===== config.mk =====
export PLATFORM = sky130hd
export DESIGN_NAME = dp_pipe_ctrl
export DESIGN_NICKNAME = d
export VERILOG_FILES = /design/src/rtl/dp_pipe_ctrl.sv
export SDC_FILE = /design/constraint.sdc
export NUM_CORES = 1
export LEC_CHECK = 0
export BUFFER_PORTS_ARGS = -buffer_cell sky130_fd_sc_hd__buf_2
export CAP_MARGIN = 0
export CORE_ASPECT_RATIO = 1.1
export CORE_MARGIN = 2
export CORE_UTILIZATION = 37
export CTS_CLUSTER_SIZE = 25
export DETAILED_ROUTE_END_ITERATION = 16
export SLEW_MARGIN = 20
export SYNTH_ARGS = -nofsm -noshare
export SYNTH_HDL_FRONTEND = slang
export SYNTH_SLANG_ARGS = --single-unit

===== constraint.sdc =====
create_clock -name clk -period 3.8 [get_ports clk]
set_input_delay 0.38 -clock clk [delete_from_list [all_inputs] [get_ports clk]]
set_output_delay 0.38 -clock clk [all_outputs]
set_load 0.02 [all_outputs]

===== src/rtl/dp_pipe_ctrl.sv =====
// Valid/enable sequencer for the multi-precision FP multiply pipeline.
// Collapses bubbles, applies output backpressure and drains the pipe before any lane-mode change.
module dp_pipe_ctrl #(
  parameter int STAGES     = 4,
  parameter int SWITCH_CYC = 2
) (
  input  logic                         clk,
  input  logic                         rst,
  input  logic                         in_valid,
  input  logic [1:0]                   in_mode,
  output logic                         in_ready,
  output logic [STAGES-1:0]            stage_en,
  output logic [STAGES-1:0]            stage_vld,
  output logic                         out_valid,
  input  logic                         out_ready,
  output logic [1:0]                   cfg_mode,
  output logic [$clog2(STAGES+1)-1:0]  inflight,
  output logic                         busy,
  output logic                         err_illegal
);

  localparam int         IW           = $clog2(STAGES + 1);
  localparam int         CW           = $clog2(SWITCH_CYC + 1);
  localparam logic [1:0] MODE_ILLEGAL = 2'd3;

  typedef enum logic [1:0] {
    RUN    = 2'd0,
    DRAIN  = 2'd1,
    SWITCH = 2'd2
  } state_t;

  state_t            state_q, state_d;
  logic [STAGES-1:0] vld_q, vld_d, en;
  logic [1:0]        cfg_q, cfg_d, tgt_q, tgt_d;
  logic [CW-1:0]     cnt_q, cnt_d;
  logic              err_q, err_d;
  logic              rdy, hole;
  logic [IW-1:0]     pop;

  always_comb begin
    // NOTE: every signal written here gets a default first, so no path can infer a latch.
    state_d = state_q;
    cfg_d   = cfg_q;
    tgt_d   = tgt_q;
    cnt_d   = cnt_q;
    err_d   = 1'b0;
    rdy     = 1'b0;
    hole    = 1'b0;

    // A stage may load when any stage at or above it is empty, or the result leaves this cycle.
    for (int i = STAGES - 1; i >= 0; i--) begin
      hole  = hole | ~vld_q[i];
      en[i] = hole | out_ready;
    end

    if (state_q == RUN) begin
      rdy   = en[0] & ((in_mode == cfg_q) | (in_mode == MODE_ILLEGAL));
      err_d = in_valid & en[0] & (in_mode == MODE_ILLEGAL);
      if (in_valid && (in_mode != MODE_ILLEGAL) && (in_mode != cfg_q)) begin
        state_d = DRAIN;
        tgt_d   = in_mode;
      end
    end

    vld_d = vld_q;
    for (int i = 1; i < STAGES; i++) begin
      if (en[i]) vld_d[i] = vld_q[i-1];
    end
    if (en[0]) vld_d[0] = in_valid & rdy & (in_mode != MODE_ILLEGAL);

    // Drain completes on the cycle whose retire leaves the pipe empty.
    case (state_q)
      RUN: ;
      DRAIN: begin
        if (vld_d == '0) begin
          state_d = SWITCH;
          cfg_d   = tgt_q;
          cnt_d   = CW'(SWITCH_CYC - 1);
        end
      end
      SWITCH: begin
        if (cnt_q == '0) state_d = RUN;
        else             cnt_d   = cnt_q - 1'b1;
      end
      default: state_d = RUN;
    endcase
  end

  always_comb begin
    pop = '0;
    for (int i = 0; i < STAGES; i++) pop = pop + IW'(vld_q[i]);
  end

  always_ff @(posedge clk) begin
    // NOTE: sequential state uses non-blocking assignments so all registers update together.
    if (!rst) begin
      state_q <= RUN;
      vld_q   <= '0;
      cfg_q   <= 2'd0;
      tgt_q   <= 2'd0;
      cnt_q   <= '0;
      err_q   <= 1'b0;
    end else begin
      state_q <= state_d;
      vld_q   <= vld_d;
      cfg_q   <= cfg_d;
      tgt_q   <= tgt_d;
      cnt_q   <= cnt_d;
      err_q   <= err_d;
    end
  end

  assign in_ready    = rdy;
  assign stage_en    = en;
  assign stage_vld   = vld_q;
  assign out_valid   = vld_q[STAGES-1];
  assign cfg_mode    = cfg_q;
  assign inflight    = pop;
  assign busy        = (state_q != RUN) | (pop != '0);
  assign err_illegal = err_q;

endmodule

# == Word level (Yosys, flattened, before mapping) ==
# Cells that the tools add are included.
# totals
reg_bits,13
inputBits,6
out_inout_bits,17
wordCells,61
# classes
n_addsub,4
n_eq_ne,8
muxes,13
bitwise_logic,18
reduce_logical,12
# op_table
cell,count
2-to-1 mux 2 bit,6
OR 1 bit,9
!= test 2 bit (second input constant),3
one-hot mux 2 bit (3 select lines),1
AND reduction 2 bit,3
bitwise AND 1 bit,5
2-to-1 mux 1 bit,5
== test 2 bit (second input constant),2
zero test 2 bit,2
zero test 4 bit,1
inverter 1 bit,4
one-hot mux 2 bit (2 select lines),1
nonzero test 2 bit,2
adder 2 x 1 -> 3 bit,1
adder 3 x 1 -> 3 bit,1
AND reduction 3 bit,1
nonzero test 3 bit,1
adder 1 x 1 -> 2 bit,1
== test 2 x 1 -> 1 bit (second input constant),1
== test 2 bit,1
logical AND 1 bit,2
!= test 2 bit,1
subtractor 2 x 1 -> 2 bit (second input constant),1

# == Logic depth before layout (Yosys ltp) ==
# Gate-level depths: netlist of the first run.
# depth
ltp_word,13
mapped_depth,7

# == Least setup slack after synthesis of the first run ==
# Ideal clock, no wire load.
# synth_path
path_type,flip-flop to output port
start,"register vld_q[0], in the netlist stage_vld[0]"
end,output port busy
arrival_ns,2.427
required_time_ns,3.420
slack_ns,0.993
stages_incl_launch_ff,7
path_buffers,0
cell_sequence,dfxtp_1 -> inv_1 -> fa_1 -> inv_1 -> ha_1 -> ha_1 -> or4b_2
# synth_via
elab_chain_cells,5
# synth_rtl
item,line,text
from (decl),33,"logic [STAGES-1:0] vld_q, vld_d, en;"
from (signal assigned),105,vld_q <= vld_d;
adder 1 x 1 -> 2 bit,91,for (int i = 0; i < STAGES; i++) pop = pop + IW'(vld_q[i]);
adder 2 x 1 -> 3 bit,91,
adder 3 x 1 -> 3 bit,91,
net inflight[1],17,"output logic [$clog2(STAGES+1)-1:0] inflight,"
nonzero test 3 bit,119,assign busy = (state_q != RUN) | (pop != '0);
OR 1 bit,119,
to (decl),18,"output logic busy,"
# The timed path passes the listed nets, and every way through them passes these cells.

# == Worst setup path in the final report of the first run ==
# layout_path
start,"register vld_q[0], in the netlist stage_vld[0]"
end,output port busy
# layout_via
elab_chain_cells,5
# layout_rtl
item,line
adder 1 x 1 -> 2 bit,91
adder 2 x 1 -> 3 bit,91
adder 3 x 1 -> 3 bit,91
nonzero test 3 bit,119
OR 1 bit,119
# No other way between the ends.

==> results of run 1 <==
[state kept, by name (all words and copies together), names as in the netlist]
signal	cells
state_q	2
tgt_q	2
cfg_mode	2
cnt_q	2
err_illegal	1
stage_vld	4
[stage by stage]
stage | area, um^2 | std cells | total power [mW] | hold slack (ps)
2_1_floorplan | 779 | 86 | 0.204 | 428
3_3_place_gp | 913 | 134 | 0.222 | 444
3_5_place_dp | 913 | 134 | 0.224 | 444
4_1_cts | 940 | 138 | 0.309 | 381
5_1_grt | 940 | 138 | 0.322 | 394
6_report | 940 | 138 | 0.303 | 388
[cell usage in the layout, fill, tap and decap left out, drive strengths merged, types with 4 or more instances in the layout]
cell | netlist | layout
buf | 1 | 22
dfxtp | 13 | 13
inv | 11 | 11
nand2 | 7 | 7
ha | 7 | 7
nand3 | 5 | 5
nor2b | 5 | 5
nor2 | 4 | 4
and2b | 4 | 4
clkbuf | 1 | 4
o21ai | 4 | 4
[metal layers]
metal	vias to the layer above	wire length, um	part of all wire	track usage
met3	0	77	0.053	0.0521
met5	-	0	0	0
met2	18	734	0.50	0.216
met1	292	641	0.44	0.150
met4	0	0	0	0.0405
li1	341	-	-	-
[kinds of logic after synthesis]
group / count (synthesis) / share of synthesized area
AOI/OAI and AO/OA: 16 / 0.143
buffers and inverters: 13 / 0.0674
and+or+nand+nor: 34 / 0.292
DFF: 13 / 0.334
muxes: 2 / 0.0257
adders and majority gates: 8 / 0.138
[how the worst min path moves through the flow]
stage / startpoint / to / slack [ps]
after floorplan: tgt_q[0]$_SDFFE_PN0P_ / cfg_mode[0]$_SDFFE_PN0P_ / 430
after global placement: tgt_q[0]$_SDFFE_PN0P_ / cfg_mode[0]$_SDFFE_PN0P_ / 440
after detailed placement: tgt_q[1]$_SDFFE_PN0P_ / cfg_mode[1]$_SDFFE_PN0P_ / 440
after CTS: in_mode[0] / err_illegal$_SDFF_PN0_ / 380
after global routing: in_mode[0] / err_illegal$_SDFF_PN0_ / 390
final: in_mode[0] / err_illegal$_SDFF_PN0_ / 390
[critical path, delay by kind of cell (launching register included)]
kind / cells / cell delay, ps
buf+inv: 3 / 310
fa+ha+maj: 3 / 980
simple gates: 1 / 650
flops: 1 / 340
[final cells by class]
type	instances	area [um^2]	share of cell area
Multi-Input combinational cell	60	467	0.497
Sequential cell	13	260	0.277
Timing Repair Buffer	22	110	0.117
Inverter	11	41.3	0.0439
Clock buffer	4	26.3	0.0280
Tap cell	28	35.0	0.0373
[where the power goes]
part	total [mW]	switching [mW]	internal, mW
Clock	0.0833	0.0426	0.0407
Combinational	0.0708	0.0400	0.0308
Sequential	0.149	0.00516	0.143
==> out/metrics.yaml, run 1 <==
min_path_type: "in -> reg"
fin_worst_skew_ps: 1.05
holdBufCountCts: 0
fin_tns_setup_ps: 0
syn-instance-count: 86
hpwl_mm: 1.21
grt_max_degree: 17
grt_usage: 0.131
slew_headroom: 0.673
cts_buffers: 3
clkSinkCount: 13
hold-path-cell-count: 3
area_growth_pct: 20.5
synth.largest_area_cell: "dfxtp_1"
synthDistinctLibCells: 33
reg2reg_slack_ps: 1910
drv_cap: 0
critical_path.startpoint: "stage_vld[0]$_SDFF_PN0_"
initial_core_util: 0.390
critPathLaunchType: "flop"
fin_crit_sh: 0.773
avgRoutedWirePerCell_um: 10.5
cts-resized-gates: 0
slowest_delay_ps: 650
synthTopCellsByCount: "13 x dfxtp_1, 11 x inv_1, 7 x ha_1, 7 x nand2_1, 5 x nand3_1"
vias: 651
antenna_found_initial: 0
synthesis.nets: 100
overflow: 0
drive_gt1_frac: 0.318
tritoncts: "done"
antenna_cells: 0
hold_violations: 0
grt_pass1_vias: 566
synth_most_common_cell: "dfxtp_1"
utilization: 0.470
gp_congestion: 0.694
critical_path_peak_fanout: 3
critPathArrivalTime_ps: 2560
leakage_nw: 0.432
tightest_slew_ps: 490
viasPerCell: 4.72
post-route-drc-count: 0
cts_setup_buffers: 0
path_clk_slew_ps: 70
port_buffers: 22
synth_top_area_share: 0.334
r2r_start: "state_q[0]$_SDFF_PN0_"
synth-seq-cells: 13
drt_first_pass_iters: 4
period_minus_slack_ps: 2940
preCtsSetupSlack_ps: 1150
htree_levels: 1
critPathKind: "reg -> out"
status: "completed"
synth_edf_count: 0
cts_root_buf: "clkbuf_4"
syn_area_per_cell_um2: 9.06
io-pin-count: 23
coreArea_mm2: 0.00200
timing.fmax_mhz: 340
detail-route-antenna-nets: 0
fp.dieArea_mm2: 0.00249
synth_area_leaders: "dfxtp_1 33%, ha_1 11%, inv_1 5.3%"
ir_worst_vdd_mv: 0.215
synthFlopType: "dfxtp_1"
fill_cells: 211
die_h_um: 52.1
path_cells: "inv_1 -> fa_1 -> inv_1 -> ha_1 -> ha_1 -> or4b_2 -> buf_2"
cp-end-kind: "primary output"
rsz0062_at_grt: "no"
ys_seq_area_frac: 0.334
grt_pass1_wl_mm: 2.30
finalWorstSetupSlack_ps: 861
finalMaxSlewViolations: 0
fp.dieW_um: 47.8
clk_latency_ps: 270
placement_rows: 17
async_reset_ff_frac: 0
p_per_area_mw_per_mm2: 322
syn_area_um2: 779
reg2reg_to: "cnt_q[1]$_SDFFE_PN0P_"
cts_buffer_depth: 2
yosysWarnings: 0
reg2reg_depth: 7
crit_slowest_cell: "or4b_2"
setup_viol: 0
layout.nets: 125
cp.required_ps: 3420
crit_end: "busy"
dr.first_iter.drc_count: 3
wl_mm: 1.45
Power figures use the tool's default switching activity.
==> run 2: changes to the inputs <==
==> constraint.sdc (replaced) <==
create_clock -name clk -period 2.8 [get_ports clk]
set_input_delay 0.28 -clock clk [delete_from_list [all_inputs] [get_ports clk]]
set_output_delay 0.28 -clock clk [all_outputs]
set_load 0.02 [all_outputs]
==> out/metrics.yaml, run 2 (synthesis gave the netlist of run 1 again) <==
rsz0062_at_grt: "no"  # unchanged
coreArea_mm2: 0.00200  # unchanged
avgRoutedWirePerCell_um: 10.8  # was 10.5 um
crit_end: "busy"  # unchanged
grt_usage: 0.134  # was 0.131
cp.required_ps: 2520  # was 3420 ps
drive_gt1_frac: 0.336  # was 0.318
layout_common_cells: "21 x buf_2, 11 x inv_1, 11 x dfxtp_1"  # was 22 x buf_2, 13 x dfxtp_1, 11 x inv_1
cts_buffer_depth: 2  # unchanged
leakage_nw: 0.436  # was 0.432 nW
p_per_area_mw_per_mm2: 439  # was 322 mW/mm^2
hold_violations: 0  # unchanged
place_inst: 134  # unchanged
gp_congestion: 0.694  # unchanged
clk_latency_ps: 270  # about the same
stdcell_count: 138  # unchanged
finalPower_mw: 0.418  # was 0.303 mW
layout_commonest_cell: "buf_2"  # unchanged
cp-end-kind: "primary output"  # unchanged
port_buffers: 22  # unchanged
critical_path.startpoint: "stage_vld[0]$_SDFF_PN0_"  # unchanged
timing.fmax_mhz: 373
fp.dieW_um: 47.8  # unchanged
setup_viol: 0  # unchanged
reg2reg_slack_ps: 910  # was 1910 ps
critPathLaunchType: "flop"  # unchanged
whs_ps: 288  # was 388 ps
dr.first_iter.drc_count: 3  # unchanged
finalMaxSlewViolations: 0  # unchanged
cts_root_buf: "clkbuf_4"  # unchanged
tritoncts: "done"  # unchanged
layout.nets: 125  # unchanged
finalWorstSetupSlack_ps: 118  # was 861 ps
drt_first_pass_iters: 4  # unchanged
critical_path_peak_fanout: 3  # unchanged
min_path_type: "in -> reg"  # unchanged
fp.dieArea_mm2: 0.00249  # unchanged
ir_worst_vdd_mv: 0.275  # was 0.215 mV
hold-path-cell-count: 3  # unchanged
wl_mm: 1.48  # was 1.45 mm
slew_headroom: 0.676  # was 0.673
placement_rows: 17  # unchanged
htree_levels: 1  # unchanged
viasPerCell: 4.70  # was 4.72
drv_cap: 0  # unchanged
tightest_slew_ps: 486  # was 490 ps
initial_core_util: 0.390  # unchanged
detail-route-antenna-nets: 0  # unchanged
grt_pass1_wl_mm: 2.35  # was 2.30 mm
place_area_um2: 913  # unchanged
fin_crit_sh: 0.958
grt_pass1_vias: 577  # was 566
grtUsageMet1: 0.153  # was 0.150
antenna_cells: 0  # unchanged
preCtsSetupSlack_ps: 255  # was 1150 ps
die_h_um: 52.1  # unchanged
reg2reg_depth: 7  # unchanged
grt_max_degree: 17  # unchanged
post-route-drc-count: 0  # unchanged
overflow: 0  # unchanged
cts_buffers: 3  # unchanged
fill_cells: 212  # was 211
io-pin-count: 23  # unchanged
fin_worst_skew_ps: 3.12  # was 1.05 ps
path_clk_slew_ps: 80  # was 70 ps
grt.busiest_layer: "met2"  # unchanged
critPathKind: "reg -> out"  # unchanged
antenna_found_initial: 0  # unchanged
status: "completed"  # unchanged
hpwl_mm: 1.21  # unchanged
critPathArrivalTime_ps: 2400  # was 2560 ps
stdcell_area_um2: 952  # was 940 um^2
period_minus_slack_ps: 2680
reg2reg_to: "cnt_q[1]$_SDFFE_PN0P_"  # unchanged
vias: 649  # was 651
largest_reg_flops: 4  # unchanged
fin_tns_setup_ps: 0  # unchanged
clkSinkCount: 13  # unchanged
utilization: 0.476  # was 0.470
grt_util_met3: 0.0521  # unchanged
grt.met2_usage: 0.222  # was 0.216
r2r_start: "state_q[0]$_SDFF_PN0_"  # unchanged
area_growth_pct: 22.2  # was 20.5%
run 2: cell count changes in the layout (fill, tap and decap cells not counted):
cell	change
buf_2	-1
dfxtp_1	-2
dfxtp_2	+2
buf_6	+1
or4b_4	+1
or4b_2	-1
run 2: timing repair:
action	4_1_cts	5_1_grt
gates resized for setup	5	0
endpoints found under the hold margin	0	0
endpoints found under the setup margin	1	0
hold buffers	0	0
buffers inserted	0	0
run 2: area by class of cell:
class	count	area (um^2)	share of cell area
Multi-Input combinational cell	60	470	0.494
Inverter	11	41.3	0.0434
Clock buffer	4	26.3	0.0276
Tap cell	28	35.0	0.0368
Timing Repair Buffer	22	116	0.122
Sequential cell	13	263	0.276
run 2: report_power, final:
| group | switching (mW) | internal [mW] | leakage, nW |
|---|---|---|---|
| Combinational | 0.0553 | 0.0476 | 0.315 |
| Sequential | 0.00703 | 0.195 | 0.106 |
| Clock | 0.0583 | 0.0552 | 0.0150 |
run 2: worst min-delay path by stage:
stage,start,endpoint,slack [ps]
6_report,in_mode[0],err_illegal$_SDFF_PN0_,290
5_1_grt,in_mode[0],err_illegal$_SDFF_PN0_,290
4_1_cts,in_mode[0],err_illegal$_SDFF_PN0_,280
3_5_place_dp,tgt_q[1]$_SDFFE_PN0P_,cfg_mode[1]$_SDFFE_PN0P_,440
3_3_place_gp,tgt_q[0]$_SDFFE_PN0P_,cfg_mode[0]$_SDFFE_PN0P_,440
2_1_floorplan,in_mode[0],err_illegal$_SDFF_PN0_,410
run 2: critical path: stages, from the launching register on:
cell and delay, ps:
dfxtp_2 340, inv_1 70, fa_1 540, inv_1 40, ha_1 170, ha_1 280, or4b_4 540, buf_6 150
run 2: routing by layer:
layer	part of all wire	routed length (um)
met5	0	0
met4	0	0
met3	0.049	73
met2	0.51	755
met1	0.44	655
==> run 3: changes to the inputs <==
--- a/config.mk
+++ b/config.mk
@@ -5,7 +5,7 @@
 export SDC_FILE = /design/constraint.sdc
 export NUM_CORES = 1
 export LEC_CHECK = 0
-export BUFFER_PORTS_ARGS = -buffer_cell sky130_fd_sc_hd__buf_2
+export BUFFER_PORTS_ARGS = -buffer_cell sky130_fd_sc_hd__buf_4
 export CAP_MARGIN = 0
 export CORE_ASPECT_RATIO = 1.1
 export CORE_MARGIN = 2
==> out/metrics.yaml, run 3 (synthesis gave the netlist of run 1 again) <==
status: "completed"  # unchanged
cts_root_buf: "clkbuf_4"  # unchanged
cts_buffers: 3  # unchanged
grt_max_degree: 17  # unchanged
hpwl_mm: 1.17  # was 1.21 mm
setup_viol: 0  # unchanged
tightest_slew_ps: 476  # was 486 ps
critPathLaunchType: "flop"  # unchanged
holdBufCountCts: 0  # unchanged
detail-route-antenna-nets: 0  # unchanged
hold-path-cell-count: 3  # unchanged
avgRoutedWirePerCell_um: 10.9  # was 10.8 um
grt_usage: 0.140  # was 0.134
cts_buffer_depth: 2  # unchanged
drive_gt1_frac: 0.342  # was 0.336
critPathKind: "reg -> out"  # unchanged
layout_common_cells: "22 x buf_4, 11 x inv_1, 11 x dfxtp_1"  # was 21 x buf_2, 11 x inv_1, 11 x dfxtp_1
whs_ps: 293  # was 288 ps
antenna_found_initial: 0  # unchanged
reg2reg_depth: 7  # unchanged
largest_reg_flops: 4  # unchanged
wl_mm: 1.51  # was 1.48 mm
leakage_nw: 0.453  # was 0.436 nW
period_minus_slack_ps: 2670  # was 2680 ps
dr.first_iter.drc_count: 1  # was 3
rsz0062_at_grt: "no"  # unchanged
tritoncts: "done"  # unchanged
finalPower_mw: 0.427  # was 0.418 mW
post-route-drc-count: 0  # unchanged
min_path_type: "in -> reg"  # unchanged
io-pin-count: 23  # unchanged
slew_headroom: 0.683  # was 0.676
hold_violations: 0  # unchanged
path_cells: "inv_1 -> fa_1 -> inv_1 -> ha_1 -> ha_1 -> or4b_4 -> buf_6"  # unchanged
grt_pass1_wl_mm: 2.54  # was 2.35 mm
clk_latency_ps: 270  # about the same
cp-end-kind: "primary output"  # unchanged
port_buffers: 22  # unchanged
viasPerCell: 4.82  # was 4.70
placement_rows: 17  # unchanged
grt_pass1_vias: 597  # was 577
finalMaxSlewViolations: 0  # unchanged
coreArea_mm2: 0.00200  # unchanged
path_clk_slew_ps: 80  # about the same
stdcell_area_mm2: 0.00101  # was 952 um^2
area_growth_pct: 29.9  # was 22.2%
drv_cap: 0  # unchanged
drt_first_pass_iters: 4  # unchanged
critical_path_peak_fanout: 3  # unchanged
place_area_um2: 968  # was 913 um^2
vias: 670  # was 649
fin_crit_sh: 0.953  # was 0.958
overflow: 0  # unchanged
fp.dieArea_mm2: 0.00249  # unchanged
antenna_cells: 0  # unchanged
fill_cells: 222  # was 212
slowest_delay_ps: 540  # about the same
utilization: 0.506  # was 0.476
clkSinkCount: 13  # unchanged
fp.dieW_um: 47.8  # unchanged
critPathArrivalTime_ps: 2390  # was 2400 ps
cp.required_ps: 2520  # about the same
initial_core_util: 0.390  # unchanged
layout.nets: 126  # was 125
fin_tns_setup_ps: 0  # unchanged
layout_commonest_cell: "buf_4"  # was buf_2
timing.fmax_mhz: 375  # was 373 MHz
die_h_um: 52.1  # unchanged
crit_slowest_cell: "fa_1"  # unchanged
ir_worst_vdd_mv: 0.279  # was 0.275 mV
fin_worst_skew_ps: 1.67  # was 3.12 ps
gp_congestion: 0.713  # was 0.694
htree_levels: 1  # unchanged
p_per_area_mw_per_mm2: 422  # was 439 mW/mm^2
## run 3: cell types whose count changed in the layout (fill, tap and decap cells not counted)
cell,previous run,this run
buf_4,0,22
buf_2,21,0
## run 3: what timing repair did
action / in CTS / in global routing
resized for setup: 4 / 0
buffers inserted: 1 / 0
endpoints found under the setup margin: 1 / 0
## run 3: through the flow
step	setup WS, ps	cells
floorplan	92.6	86
global placement	248	134
detailed placement	229	134
CTS	115	139
global route	47.2	139
finish	131	139
## run 3: path summary, 6_finish.rpt
path / from / to / slack, ps
max reg2reg: state_q[0]$_SDFF_PN0_ / cnt_q[1]$_SDFFE_PN0P_ / 820
min: in_mode[0] / err_illegal$_SDFF_PN0_ / 290
max: stage_vld[0]$_SDFF_PN0_ / busy / 130
min reg2reg: tgt_q[1]$_SDFFE_PN0P_ / cfg_mode[1]$_SDFFE_PN0P_ / 450
## run 3: cell type report
cell class / instances / area [um^2] / share of cell area
Clock buffer: 4 / 26.3 / 0.0260
Inverter: 11 / 41.3 / 0.0408
Multi-Input combinational cell: 60 / 470 / 0.465
Sequential cell: 13 / 263 / 0.260
Tap cell: 28 / 35.0 / 0.0346
Timing Repair Buffer: 23 / 176 / 0.174
## run 3: routing by layer
metal | wire length (um) | track usage | part of all wire | vias to the layer above
met5 | 0 | 0 | 0 | -
met4 | 6 | 0.0541 | 0.0040 | 0
met3 | 53 | 0.0208 | 0.035 | 2
met2 | 716 | 0.220 | 0.47 | 14
met1 | 733 | 0.186 | 0.49 | 308
li1 | - | - | - | 346
## run 3: power breakdown
part           internal, mW  switching [mW]
clock                0.0551          0.0615
sequential            0.195         0.00696
combinational        0.0532          0.0559
## run 3: critical path: cells and delay by family, from the launching register on
family	cells	cell delay, ps
adder cells (fa/ha/maj)	3	990
AND/OR/NAND/NOR	1	540
flip-flops	1	330
buffers and inverters	3	260
